<file path="config.mk">
export PLATFORM = sky130hd
export DESIGN_NAME = parity_tx_scheduler
export DESIGN_NICKNAME = d
export VERILOG_FILES = /design/src/rtl/parity_tx_scheduler.sv
export SDC_FILE = /design/constraint.sdc
export NUM_CORES = 1
export LEC_CHECK = 0
export ABC_AREA = 1
export BUFFER_PORTS_ARGS = -buffer_cell sky130_fd_sc_hd__buf_2
export CELL_PAD_IN_SITES_DETAIL_PLACEMENT = 0
export CELL_PAD_IN_SITES_GLOBAL_PLACEMENT = 1
export CORE_ASPECT_RATIO = 1.25
export CORE_MARGIN = 2
export CORE_UTILIZATION = 39
export DETAILED_ROUTE_END_ITERATION = 7
export GPL_TIMING_DRIVEN = 0
export PLACE_DENSITY = 0.8
export REMOVE_ABC_BUFFERS = 1
export SKIP_LAST_GASP = 1
export SLEW_MARGIN = 20
export SYNTH_ARGS = -nofsm -noshare
export SYNTH_HDL_FRONTEND = slang
export SYNTH_SLANG_ARGS = --single-unit
</file>
<file path="constraint.sdc">
create_clock -name clk -period 4.12 [get_ports clk]
set_input_delay 0.824 -clock clk [delete_from_list [all_inputs] [get_ports clk]]
set_output_delay 0.824 -clock clk [all_outputs]
set_load 0.01 [all_outputs]
</file>
<file path="src/rtl/parity_tx_scheduler.sv">
// parity_tx_scheduler: round-robin two-requester front end that encodes a
// 7-bit word into an 8-bit majority/parity codeword and shifts it out MSB first.
// Ports:
//   clk, rst_n                  clock, async active-low reset
//   a_valid/a_data/a_ctrl/a_ready  requester A handshake, word, mode
//   b_valid/b_data/b_ctrl/b_ready  requester B handshake, word, mode
//   ser_out/ser_valid           serial bit and its qualifier
//   ser_start/ser_last          frame strobes (bit 7 / bit 0)
//   ser_src                     frame source, 0=A 1=B
//   code_out                    codeword of the current/last frame
//   frame_cnt                   completed frames, wrapping
//   busy                        not idle
module parity_tx_scheduler #(
  parameter int unsigned GAP_CYCLES = 1,
  parameter int unsigned CNT_W      = 8
) (
  input  logic             clk,
  input  logic             rst_n,
  input  logic             a_valid,
  input  logic [6:0]       a_data,
  input  logic             a_ctrl,
  output logic             a_ready,
  input  logic             b_valid,
  input  logic [6:0]       b_data,
  input  logic             b_ctrl,
  output logic             b_ready,
  output logic             ser_out,
  output logic             ser_valid,
  output logic             ser_start,
  output logic             ser_last,
  output logic             ser_src,
  output logic [7:0]       code_out,
  output logic [CNT_W-1:0] frame_cnt,
  output logic             busy
);

  typedef enum logic [1:0] {
    IDLE,
    SHIFT,
    GAP
  } state_e;

  localparam int GW = (GAP_CYCLES > 1) ? $clog2(GAP_CYCLES) : 1;
  localparam logic [GW-1:0] GAP_LAST =
    GW'((GAP_CYCLES > 0) ? int'(GAP_CYCLES) - 1 : 0);

  state_e           state_q, state_d;
  logic [2:0]       idx_q, idx_d;
  logic [GW-1:0]    gap_q, gap_d;
  logic             ptr_q, ptr_d;
  logic [7:0]       code_q, code_d;
  logic             src_q, src_d;
  logic [CNT_W-1:0] cnt_q, cnt_d;

  logic       grant_a, grant_b, idle;
  logic [6:0] win_data;
  logic       win_ctrl, maj, extra;

  // ptr_q holds the last winner; on contention the other side wins.
  assign grant_a  = a_valid & (~b_valid | ptr_q);
  assign grant_b  = b_valid & (~a_valid | ~ptr_q);
  assign idle     = (state_q == IDLE);
  // Readys are forced low while reset is held so every output reads 0.
  assign a_ready  = idle & rst_n & grant_a;
  assign b_ready  = idle & rst_n & grant_b;

  assign win_data = grant_b ? b_data : a_data;
  assign win_ctrl = grant_b ? b_ctrl : a_ctrl;
  // Seven bits never tie: ones-majority means four or more ones.
  assign maj      = $countones(win_data) > 3;
  assign extra    = win_ctrl ? maj : ~maj;

  always_comb begin
    state_d = state_q;
    idx_d   = idx_q;
    gap_d   = gap_q;
    ptr_d   = ptr_q;
    code_d  = code_q;
    src_d   = src_q;
    cnt_d   = cnt_q;
    unique case (state_q)
      IDLE: begin
        if (grant_a | grant_b) begin
          code_d  = {win_data[6:4], extra, win_data[3:0]};
          src_d   = grant_b;
          ptr_d   = grant_b;
          idx_d   = 3'd7;
          state_d = SHIFT;
        end
      end
      SHIFT: begin
        idx_d = idx_q - 3'd1;
        if (idx_q == 3'd0) begin
          cnt_d = cnt_q + CNT_W'(1);
          if (GAP_CYCLES > 0) begin
            state_d = GAP;
            gap_d   = GAP_LAST;
          end else begin
            state_d = IDLE;
          end
        end
      end
      GAP: begin
        if (gap_q == '0) state_d = IDLE;
        else gap_d = gap_q - GW'(1);
      end
      default: state_d = IDLE;
    endcase
  end

  always_ff @(posedge clk or negedge rst_n) begin
    if (!rst_n) begin
      state_q <= IDLE;
      idx_q   <= 3'd0;
      gap_q   <= '0;
      ptr_q   <= 1'b1;
      code_q  <= 8'h00;
      src_q   <= 1'b0;
      cnt_q   <= '0;
    end else begin
      state_q <= state_d;
      idx_q   <= idx_d;
      gap_q   <= gap_d;
      ptr_q   <= ptr_d;
      code_q  <= code_d;
      src_q   <= src_d;
      cnt_q   <= cnt_d;
    end
  end

  assign ser_valid = (state_q == SHIFT);
  assign ser_out   = ser_valid & code_q[idx_q];
  assign ser_start = ser_valid & (idx_q == 3'd7);
  assign ser_last  = ser_valid & (idx_q == 3'd0);
  assign ser_src   = src_q;
  assign code_out  = code_q;
  assign frame_cnt = cnt_q;
  assign busy      = ~idle;

endmodule

</file>
Yosys cells after proc, flatten, opt, wreduce, memory -nomap -nowiden:

Cells that the tools add are included.
W data, S select, Z words.

* word-level logic and storage cells: 63
* bits in registers: 24

* reduce and logical (&&, ||, !) cells: 9
* magnitude comparators: 2
* bitwise operators: 16
* equality and inequality tests: 6
* add/subtract/negate cells: 9
* mux-type cells: 14

Operators with widths (number)
* $add A8 B1 Y8 const B: 1
* $and A1 B1 Y1: 8
* $reduce_and A2 Y1: 4
* $mux W7: 1
* $add A1 B1 Y2: 3
* $mux W2: 3
* $pmux W2 S3: 1
* $pmux W3 S2: 1
* $mux W1: 5
* $not A1 Y1: 5
* $add A3 B3 Y4: 1
* $gt A4 B2 Y1 const B: 1
* $lt A3 B4 Y1 const B: 1
* $ne A2 B1 Y1 const B: 2
* $reduce_bool A2 Y1: 2
* $add A2 B1 Y3: 1
* $add A2 B2 Y3: 1
* $bmux W1 S3: 1
* $eq A3 B3 Y1 const B: 1
* $logic_not A3 Y1: 1
* $mux W3: 1
* $or A1 B1 Y1: 3
* $reduce_and A3 Y1: 1
* $sub A3 B1 Y3 const B: 1
* 6 further kinds: 6

Longest topological paths before layout:

Gate-level depths: netlist of the first run.

* depth in word-level cells: 10
* mapped depth: 14
* mapped depth without buffers: 14

Least setup slack after synthesis of the first run:

No wires, ideal clock.

* kind: input port to flip-flop
* from: input a_valid
* to: register code_q[4] (netlist: code_out[4])
* cell stages on the path: 13
* required time: 4.003 ns
* setup slack: 1.114 ns
* buffers on the path: 0
* arrival time: 2.888 ns
* path through: nand2_1 nand2_4 mux2i_1 fa_1 fa_1 inv_1 ha_1 nand3_1 nand2_1 nand2_1 nand3_1 nand3_1 nand2_1

* word-level cells in the longest chain between the ends: 10

Ends and longest elaborated chain
* start, declared: line 19 `input logic a_valid,`
* $not A1 Y1: line 61 `assign grant_b = b_valid & (~a_valid | ~ptr_q);`
* $or A1 B1 Y1: line 61
* $and A1 B1 Y1: line 61
* $mux W7: line 67 `assign win_data = grant_b ? b_data : a_data;`
* $add A1 B1 Y2 (implied by the code): line 70 `assign maj = $countones(win_data) > 3;`
* $add A2 B2 Y3 (implied by the code) or $add A2 B1 Y3 (tied branches): line 70
* $add A3 B3 Y4 (implied by the code): line 70
* $gt A4 B2 Y1: line 70
* $not A1 Y1: line 71 `assign extra = win_ctrl ? maj : ~maj;`
* $mux W1: line 71
* end signal, assigned: line 125 `code_q <= code_d;`
* end, declared: line 51 `logic [7:0] code_q, code_d;`

Several ways; a longest one is shown, not always the timed one.
A chain may end at the register's enable or synchronous reset.

Worst setup path after layout of the first run:

Same ends and word-level chain as after synthesis.

==> results of run 1 <==
registers in the layout (all words and copies together), names as in the netlist:
register   flops
code_out       8
frame_cnt      8
idx_q          3
ptr_q          1
ser_src        1
state_q        2
Yosys cell counts, drive strengths merged (2+ instances only):
cell    n  area, sq um
nand2  36          160
dfrtp  22          551
inv    21         78.8
o21ai  15         78.8
nor2   14         83.8
nand3   9         55.1
ha      6         75.1
mux2i   5         50.1
xor2    5         43.8
xnor2   3         26.3
a22oi   2         15.0
fa      2         40.0
metal layers:
layer | vias up | wire length, microns | part of all wire, % | global-route usage, %
met3 | 5 | 140 | 5.3 | 1.87
met2 | 37 | 1380 | 52 | 27.1
li1 | 559 | - | - | -
met4 | 0 | 52 | 2.0 | 7.14
met5 | - | 0 | 0 | 0
met1 | 500 | 1070 | 40 | 15.9
worst paths after layout:
| kind | cells after the start | slack [ns] | startpoint | end |
|---|---|---|---|---|
| worst max-delay path | 15 | 1.11 | a_valid | code_out[4] |
| worst min-delay path | 1 | 0.47 | frame_cnt[7] | frame_cnt[7] |
| worst max register to register | 14 | 1.25 | ptr_q | code_out[4] |
| worst min register to register | 1 | 0.47 | frame_cnt[7] | frame_cnt[7] |
| max in group asynchronous | 1 | 3.22 | rst_n | ptr_q |
| min in group asynchronous | 1 | 0.53 | rst_n | frame_cnt[0] |
kinds of logic (layout without fill, tap and decap cells):
| kind of cell | count (synthesis) | after routing | share of synthesized area, % |
|---|---|---|---|
| DFF | 23 | 23 | 43.0 |
| and+or+nand+nor | 60 | 60 | 23.8 |
| xor gates and xnor gates | 8 | 8 | 5.23 |
| AOI/OAI and AO/OA | 21 | 21 | 8.87 |
| muxes | 5 | 5 | 3.73 |
| adders and majority gates | 8 | 8 | 8.59 |
| buffers and inverters | 22 | 68 | 6.72 |
metrics by stage:
stage / setup slack, ns / util [%]
2_1_floorplan: 1.11 / -
3_3_place_gp: 0.846 / 48.9
3_5_place_dp: 0.802 / 48.9
4_1_cts: 1.09 / 50.3
5_1_grt: 0.945 / 50.3
6_report: 1.11 / 50.3
final cells by class:
type	instances	area, sq um
clock buffers	4	45.0
flip-flops and latches	23	577
well taps	37	46.3
multi-input cells	102	673
fillers	323	1620
inverters	21	78.8
repair buffers	43	215
power by group through the flow:
stage	registers (mW)	logic, mW	clock network, mW
after floorplan	0.412	0.321	0
after global placement	0.397	0.500	0
after detailed placement	0.400	0.514	0
after CTS	0.396	0.515	0.145
after global routing	0.407	0.582	0.154
final	0.394	0.507	0.139
cell usage in the layout (no fill, tap or decap), drive strengths merged:
master / netlist / layout
a211oi: 1 / 1
a21oi: 1 / 1
a22oi: 2 / 2
a31oi: 1 / 1
buf: 1 / 43
clkbuf: 0 / 4
dfrtp: 22 / 22
dfstp: 1 / 1
fa: 2 / 2
ha: 6 / 6
inv: 21 / 21
mux2i: 5 / 5
nand2: 36 / 36
nand3: 9 / 9
nand3b: 1 / 1
nor2: 14 / 14
o21ai: 15 / 15
o22ai: 1 / 1
xnor2: 3 / 3
xor2: 5 / 5
==> impl_metrics.toml, run 1 <==
[pwr]
p_comb_share_pct = 48.8
swShare_pct = 43.5
seqPwrFrac_pct = 37.9
switching_power_mw = 0.453
power.total_mw = 1.04
p_clk_share_pct = 13.4
ir_drop_v = 0.000297
intPower_mw = 0.587
leakage_nw = 0.944
p_per_area_nw_per_um2 = 636

[synth]
ys_warn_count = 0
netlist_area_sq_um = 1340
synth-edff-count = 0
syn_avg_cell_area_sq_um = 9.12
ys_ff_latch = 23
synthArstFlopShare_pct = 100
ys_types = 27
ys_seq_area_share_pct = 43.0
synth_flop_cell = "dfrtp_1"
syn_inst = 147

[clock_network]
ctsLongestPathBuffers = 2
cts_sinks = 23
cts.clk_slew.worst_paths_ns = 0.08
htreeDepth = 1
clk_root_buffer_cell = "clkbuf_8"
postCtsSetupBuffers = 0
cts_tree = "built"
cts_buffers = 3
ctsResizeCount = 0
worst_skew_pair.late_latency_ns = 0.26
postCtsHoldBufs = 0

[route]
drc = 0
vias = 1101
drt_iter0_markers = 31
wl_microns = 2640
avgRoutedWirePerCell_microns = 11.5
dr.pass1.iters = 4
ant_nets = 0
drt-vias-per-instance = 4.79

[setup_path]
critPathSlowestCell = "fa_1"
cp-start-kind = "input port"
cp_cell_sequence = "buf_2 > nand2_1 > nand2_4 > mux2i_1 > fa_1 > fa_1 > inv_1 > ha_1 > nand3_1 > nand2_1 > nand2_1 > nand2_1 > nand2_1 > nand3_1 > nand2_1"
cp_max_fo = 10
cp-end-kind = "flip-flop"
crit_family = "adder cells"
crit_path_frequent_cell = "nand2_1"
arrival_ns = 3.17
cp.required_ns = 4.28
path_buf_inv = 2
criticalPathCategory = "input port to flip-flop"
cpPeakStageDelay_ns = 0.50

[grt]
grt_pass1_vias = 1103
grt-ovfl-total = 0
antenna_found_initial = 0
grt_first_pass_wirelength_microns = 4570
grt_usage_pct = 14.6
grt_max_degree = 26

[floorplanning]
initial_core_util_pct = 41.2
ios = 44
die_h_microns = 69.5
num_rows = 23
die_x_microns = 56.4
fp.coreArea_sq_um = 3250
die_area_sq_um = 3920

[placement]
dp_cells = 226
gp_congestion = 0.776
io_buffers = 43
dp_hpwl_microns = 2080
placed_area_sq_um = 1590

[timing]
post-route-min-period_ns = 3.01
max_slew_margin_pct = 63.2
maxSlewViolCount = 0
finalSetupTns_ns = 0
finalClockSkew_ns = 0.00268
final-setup-viol-count = 0
tightest_slew_ns = 0.552
hold_viol = 0
fmax_mhz = 332
min_period_over_period_pct = 73.0
grt_setup_unrepaired = "false"
whs_ns = 0.473

[layout]
nets = 222
fin_cells = 230
drive_gt1_share_pct = 31.6
design_area_sq_um = 1640
n_antenna_cell = 0
syn_to_final_growth_pct = 22.0

[job]
maxCapViolCount = 0

[min_path]
worstHoldPathType = "flip-flop to flip-flop"

[run_status]
status = "completed"
(Power assumes the default switching activity.)
==> run 2, diff against run 1 <==
--- a/config.mk
+++ b/config.mk
@@ -11,10 +11,10 @@
 export CELL_PAD_IN_SITES_GLOBAL_PLACEMENT = 1
 export CORE_ASPECT_RATIO = 1.25
 export CORE_MARGIN = 2
-export CORE_UTILIZATION = 39
+export CORE_UTILIZATION = 36
 export DETAILED_ROUTE_END_ITERATION = 7
 export GPL_TIMING_DRIVEN = 0
-export PLACE_DENSITY = 0.8
+export PLACE_DENSITY = 0.74
 export REMOVE_ABC_BUFFERS = 1
 export SKIP_LAST_GASP = 1
 export SLEW_MARGIN = 20
==> constraint.sdc (replaced) <==
create_clock -name clk -period 3.08 [get_ports clk]
set_input_delay 0.616 -clock clk [delete_from_list [all_inputs] [get_ports clk]]
set_output_delay 0.616 -clock clk [all_outputs]
set_load 0.01 [all_outputs]
==> run 2 against run 1 <==
Combinational power rose by 33%. Clock-buffer cell count unchanged. Sequential power grew 34%. Via count fell by 2.8%. Global-route usage decreased by 1.4 points. Critical path depth shrank 2. Flip-flop and latch count unchanged. Sequential share of layout area shrank 0.054 points. Routed wire length down 4.3%. Design area increased by 0.15%. Non-clock buffer count did not move. Total power is 33% higher. Critical endpoint unchanged. Highest routed layer unchanged.
==> impl_metrics.toml, run 2 (synthesis results as in run 1) <==
[route]
drt_iter0_markers = 45
avgRoutedWirePerCell_microns = 10.9
wl_microns = 2530
dr.pass1.iters = 4
top_layer_used = "met4"
drt-met1-wl_microns = 1110
met3RoutedLength_microns = 148
drt-vias-per-instance = 4.61
vias = 1070
ant_nets = 0
drc = 0
dr_wl_met2_microns = 1240

[setup_path]
cp-end-kind = "flip-flop"
regToRegSetupSlack_ns = 0.23
r2r-end = "code_out[4]"
cp-endpoint = "code_out[4]"
rr_worst_depth = 13
cp_max_fo = 10
cp.required_ns = 3.24
crit_path_start = "ptr_q"
cp-start-kind = "flip-flop"
criticalPathCategory = "flip-flop to flip-flop"
r2r_start = "ptr_q"
arrival_ns = 3.01

[timing]
finalClockSkew_ns = 0.00545
maxSlewViolCount = 0
finalSetupTns_ns = 0
final-setup-viol-count = 0
tightest_slew_ns = 0.565
setup_ws_ns = 0.230
post-route-min-period_ns = 2.85
max_slew_margin_pct = 62.3
grt_setup_unrepaired = "false"
whs_ns = 0.321
min_period_over_period_pct = 92.5
hold_viol = 0
fmax_mhz = 351

[clock_network]
cts_buffers = 3
ctsLongestPathBuffers = 2
cts_sinks = 23
cts.clk_slew.worst_paths_ns = 0.08
cts_tree = "built"
worst_skew_pair.late_latency_ns = 0.26
ctsResizeCount = 0
postCtsSetupBuffers = 0
clk_root_buffer_cell = "clkbuf_8"
htreeDepth = 1
postCtsHoldBufs = 0

[layout]
drive_gt1_share_pct = 31.6
final_cell_mix = "buf_2 (43), nand2_1 (32), dfrtp_1 (22)"
nets = 222
fin_cells = 232
final_common_cell = "buf_2"
n_antenna_cell = 0
syn_to_final_growth_pct = 22.2
design_area_sq_um = 1640
final_util_pct = 46.6
fill_cells = 343

[floorplanning]
num_rows = 24
die_h_microns = 72.2
initial_core_util_pct = 38.1
die_x_microns = 58.6
fp.coreArea_sq_um = 3510
die_area_sq_um = 4230
ios = 44

[pwr]
intPower_mw = 0.786
swShare_pct = 43.1
ir_drop_v = 0.000457
p_clk_share_pct = 13.2
p_comb_share_pct = 48.6
seqPwrFrac_pct = 38.1
switching_power_mw = 0.596
power.total_mw = 1.38
p_per_area_nw_per_um2 = 844
leakage_nw = 0.944

[placement]
gp_congestion = 0.769
placed_area_sq_um = 1590
pre_cts_slack_ns = -0.0194
io_buffers = 43
dp_hpwl_microns = 2070
dp_cells = 228

[min_path]
worstHoldPathType = "input port to async pin"

[grt]
grt_max_degree = 26
grt_usage_pct = 13.3
antenna_found_initial = 0
grt_pass1_vias = 1114
grt_first_pass_wirelength_microns = 4470
grt-ovfl-total = 0

[job]
maxCapViolCount = 0

[run_status]
status = "completed"
run 2: cell counts in the layout (fill, tap and decap cells not counted):
Identical to the previous run, type by type.
run 2: worst min path at each step:
| stage | start | end | slack [ns] | depth (start not counted) |
|---|---|---|---|---|
| 2_1_floorplan | rst_n | code_out[0] | 0.32 | 0 |
| 3_3_place_gp | ser_src | ser_src | 0.45 | 2 |
| 3_5_place_dp | frame_cnt[7] | frame_cnt[7] | 0.46 | 1 |
| 4_1_cts | rst_n | frame_cnt[0] | 0.34 | 1 |
| 5_1_grt | rst_n | frame_cnt[0] | 0.38 | 1 |
| 6_report | rst_n | frame_cnt[0] | 0.32 | 1 |
run 2: per-layer routing:
metal	global-route usage, %	up-vias
met3	1.78	4
met1	16.4	469
met5	0	-
met2	23.8	36
li1	-	561
met4	3.79	0
run 2: power by group through the flow:
stage / clock [mW] / sequential (mW) / combinational [mW]
detailed placement: 0 / 0.534 / 0.687
CTS: 0.189 / 0.530 / 0.687
floorplan: 0 / 0.552 / 0.429
global route: 0.198 / 0.549 / 0.778
global placement: 0 / 0.532 / 0.672
finish: 0.183 / 0.527 / 0.672
run 2: area by class of cell:
cell class              count  area (sq um)  share of cell area [%]
multi-input cells         102           673                    41.1
flip-flops and latches     23           577                    35.2
repair buffers             43           215                    13.1
inverters                  21          78.8                    4.81
well taps                  39          48.8                    2.98
clock buffers               4          45.0                    2.75
run 2: worst max-delay path, cell delays in order (launching register included):
cell and delay [ns]:
dfstp_2 0.54, nand2_1 0.09, nand2_4 0.15, mux2i_1 0.30, fa_1 0.48, fa_1 0.50
inv_1 0.05, ha_1 0.26, nand3_1 0.08, nand2_1 0.05, nand2_1 0.07, nand3_1 0.07
nand3_1 0.08, nand2_1 0.05
==> run 3, diff against run 2 <==
--- a/config.mk
+++ b/config.mk
@@ -7,14 +7,11 @@
 export LEC_CHECK = 0
 export ABC_AREA = 1
 export BUFFER_PORTS_ARGS = -buffer_cell sky130_fd_sc_hd__buf_2
-export CELL_PAD_IN_SITES_DETAIL_PLACEMENT = 0
-export CELL_PAD_IN_SITES_GLOBAL_PLACEMENT = 1
 export CORE_ASPECT_RATIO = 1.25
-export CORE_MARGIN = 2
-export CORE_UTILIZATION = 36
+export CORE_UTILIZATION = 50
 export DETAILED_ROUTE_END_ITERATION = 7
 export GPL_TIMING_DRIVEN = 0
-export PLACE_DENSITY = 0.74
+export PLACE_DENSITY = 0.76
 export REMOVE_ABC_BUFFERS = 1
 export SKIP_LAST_GASP = 1
 export SLEW_MARGIN = 20
==> run 3 against run 2 <==
Register-to-register slack hardly changed. Sequential power hardly changed. Routed wire length is 3.1% higher. Global-route usage is 6.9 points higher. Worst hold slack worse by 0.046 ns. Maximum frequency hardly changed. Design area is 1.1% higher. Highest routed layer unchanged.
==> impl_metrics.toml, run 3 (synthesis results as in run 1) <==
[run_status]
status = "completed"

[layout]
final_cell_mix = "buf_2 (43), nand2_1 (32), dfrtp_1 (22)"
nets = 224
drive_gt1_share_pct = 33.8
fin_cells = 228
n_antenna_cell = 0
final_util_pct = 66.8
final_common_cell = "buf_2"
syn_to_final_growth_pct = 23.5
design_area_sq_um = 1660

[route]
drc = 0
met3RoutedLength_microns = 90
drt_iter0_markers = 13
dr.pass1.iters = 4
top_layer_used = "met4"
ant_nets = 0
drt-met1-wl_microns = 1060
dr_wl_met2_microns = 1430
drt-vias-per-instance = 4.95
vias = 1128
avgRoutedWirePerCell_microns = 11.4
wl_microns = 2600

[timing]
hold_viol = 0
final-setup-viol-count = 0
post-route-min-period_ns = 2.85
whs_ns = 0.275
setup_ws_ns = 0.230
tightest_slew_ns = 0.562
max_slew_margin_pct = 62.5
min_period_over_period_pct = 92.5
grt_setup_unrepaired = "false"
finalClockSkew_ns = 0.00853
maxSlewViolCount = 0
fmax_mhz = 351

[grt]
grt_first_pass_wirelength_microns = 4470
antenna_found_initial = 0
grt_usage_pct = 20.2
grt_pass1_vias = 1079
grt_max_degree = 26
grt-ovfl-total = 0

[floorplanning]
ios = 44
die_h_microns = 59.9
die_area_sq_um = 2890
initial_core_util_pct = 54.1
num_rows = 20
die_x_microns = 48.3
fp.coreArea_sq_um = 2480

[min_path]
worstHoldPathType = "input port to async pin"

[placement]
pre_cts_slack_ns = -0.0243
dp_hpwl_microns = 2040
io_buffers = 43
dp_cells = 222
gp_congestion = 0.713
placed_area_sq_um = 1590

[setup_path]
cp_max_fo = 8
cp.required_ns = 3.28
cp-end-kind = "flip-flop"
criticalPathCategory = "flip-flop to flip-flop"
cp-start-kind = "flip-flop"
arrival_ns = 3.05

[pwr]
leakage_nw = 0.941
p_per_area_nw_per_um2 = 824
ir_drop_v = 0.000458

[clock_network]
postCtsHoldBufs = 0
worst_skew_pair.late_latency_ns = 0.30
ctsLongestPathBuffers = 2
clk_root_buffer_cell = "clkbuf_4"
cts_sinks = 23
htreeDepth = 1
cts.clk_slew.worst_paths_ns = 0.12
cts_buffers = 3
cts_tree = "built"

[job]
maxCapViolCount = 0
## run 3: report_power, final
group	internal [mW]	switching [mW]
registers	0.421	0.108
clock network	0.0504	0.0842
logic	0.286	0.414
## run 3: what timing repair did
item	4_1_cts	5_1_grt
setup buffers	0	2
setup endpoints to repair	0	1
gates resized for setup	0	5
## run 3: final cells by class
cell class                      instances  area [sq um]
Fill cell                             219           822
Timing Repair Buffer                   45           230
Tap cell                               33          41.3
Sequential cell                        23           577
Inverter                               21          78.8
Clock buffer                            4          26.3
Multi-Input combinational cell        102           702
## run 3: metal layers
layer / up-vias / GRT usage (%)
li1: 565 / -
met1: 529 / 22.5
met2: 32 / 39.6
met3: 2 / 1.53
met4: 0 / 8.82
met5: - / 0
## run 3: per-stage QoR
| stage | TNS [ns] | power [mW] |
|---|---|---|
| 3_5_place_dp | -0.0243 | 1.22 |
| 4_1_cts | 0 | 1.36 |
| 5_1_grt | 0 | 1.51 |
| 6_report | 0 | 1.36 |
| 2_1_floorplan | 0 | 0.981 |
| 3_3_place_gp | 0 | 1.19 |
## run 3: worst max-delay path: stages, from the launching register on
cell and delay [ns]:
dfstp_2 0.55, nand2_1 0.10, nand2_4 0.17, mux2i_4 0.27, fa_1 0.46, fa_1 0.50, inv_1 0.05, ha_1 0.26
nand3_1 0.08, nand2_1 0.05, nand2_1 0.07, nand3_1 0.07, nand3_1 0.08, nand2_1 0.05
## run 3: final timing paths
| kind | from | end | slack, ns | cells after the start |
|---|---|---|---|---|
| min in group clk | ser_src | ser_src | 0.48 | 2 |
| worst max register to register | ptr_q | code_out[4] | 0.23 | 13 |
| worst max-delay path | ptr_q | code_out[4] | 0.23 | 13 |
| max in group asynchronous | rst_n | ptr_q | 2.44 | 1 |
| worst min-delay path | rst_n | idx_q[0] | 0.28 | 1 |
| worst min register to register | ser_src | ser_src | 0.48 | 2 |
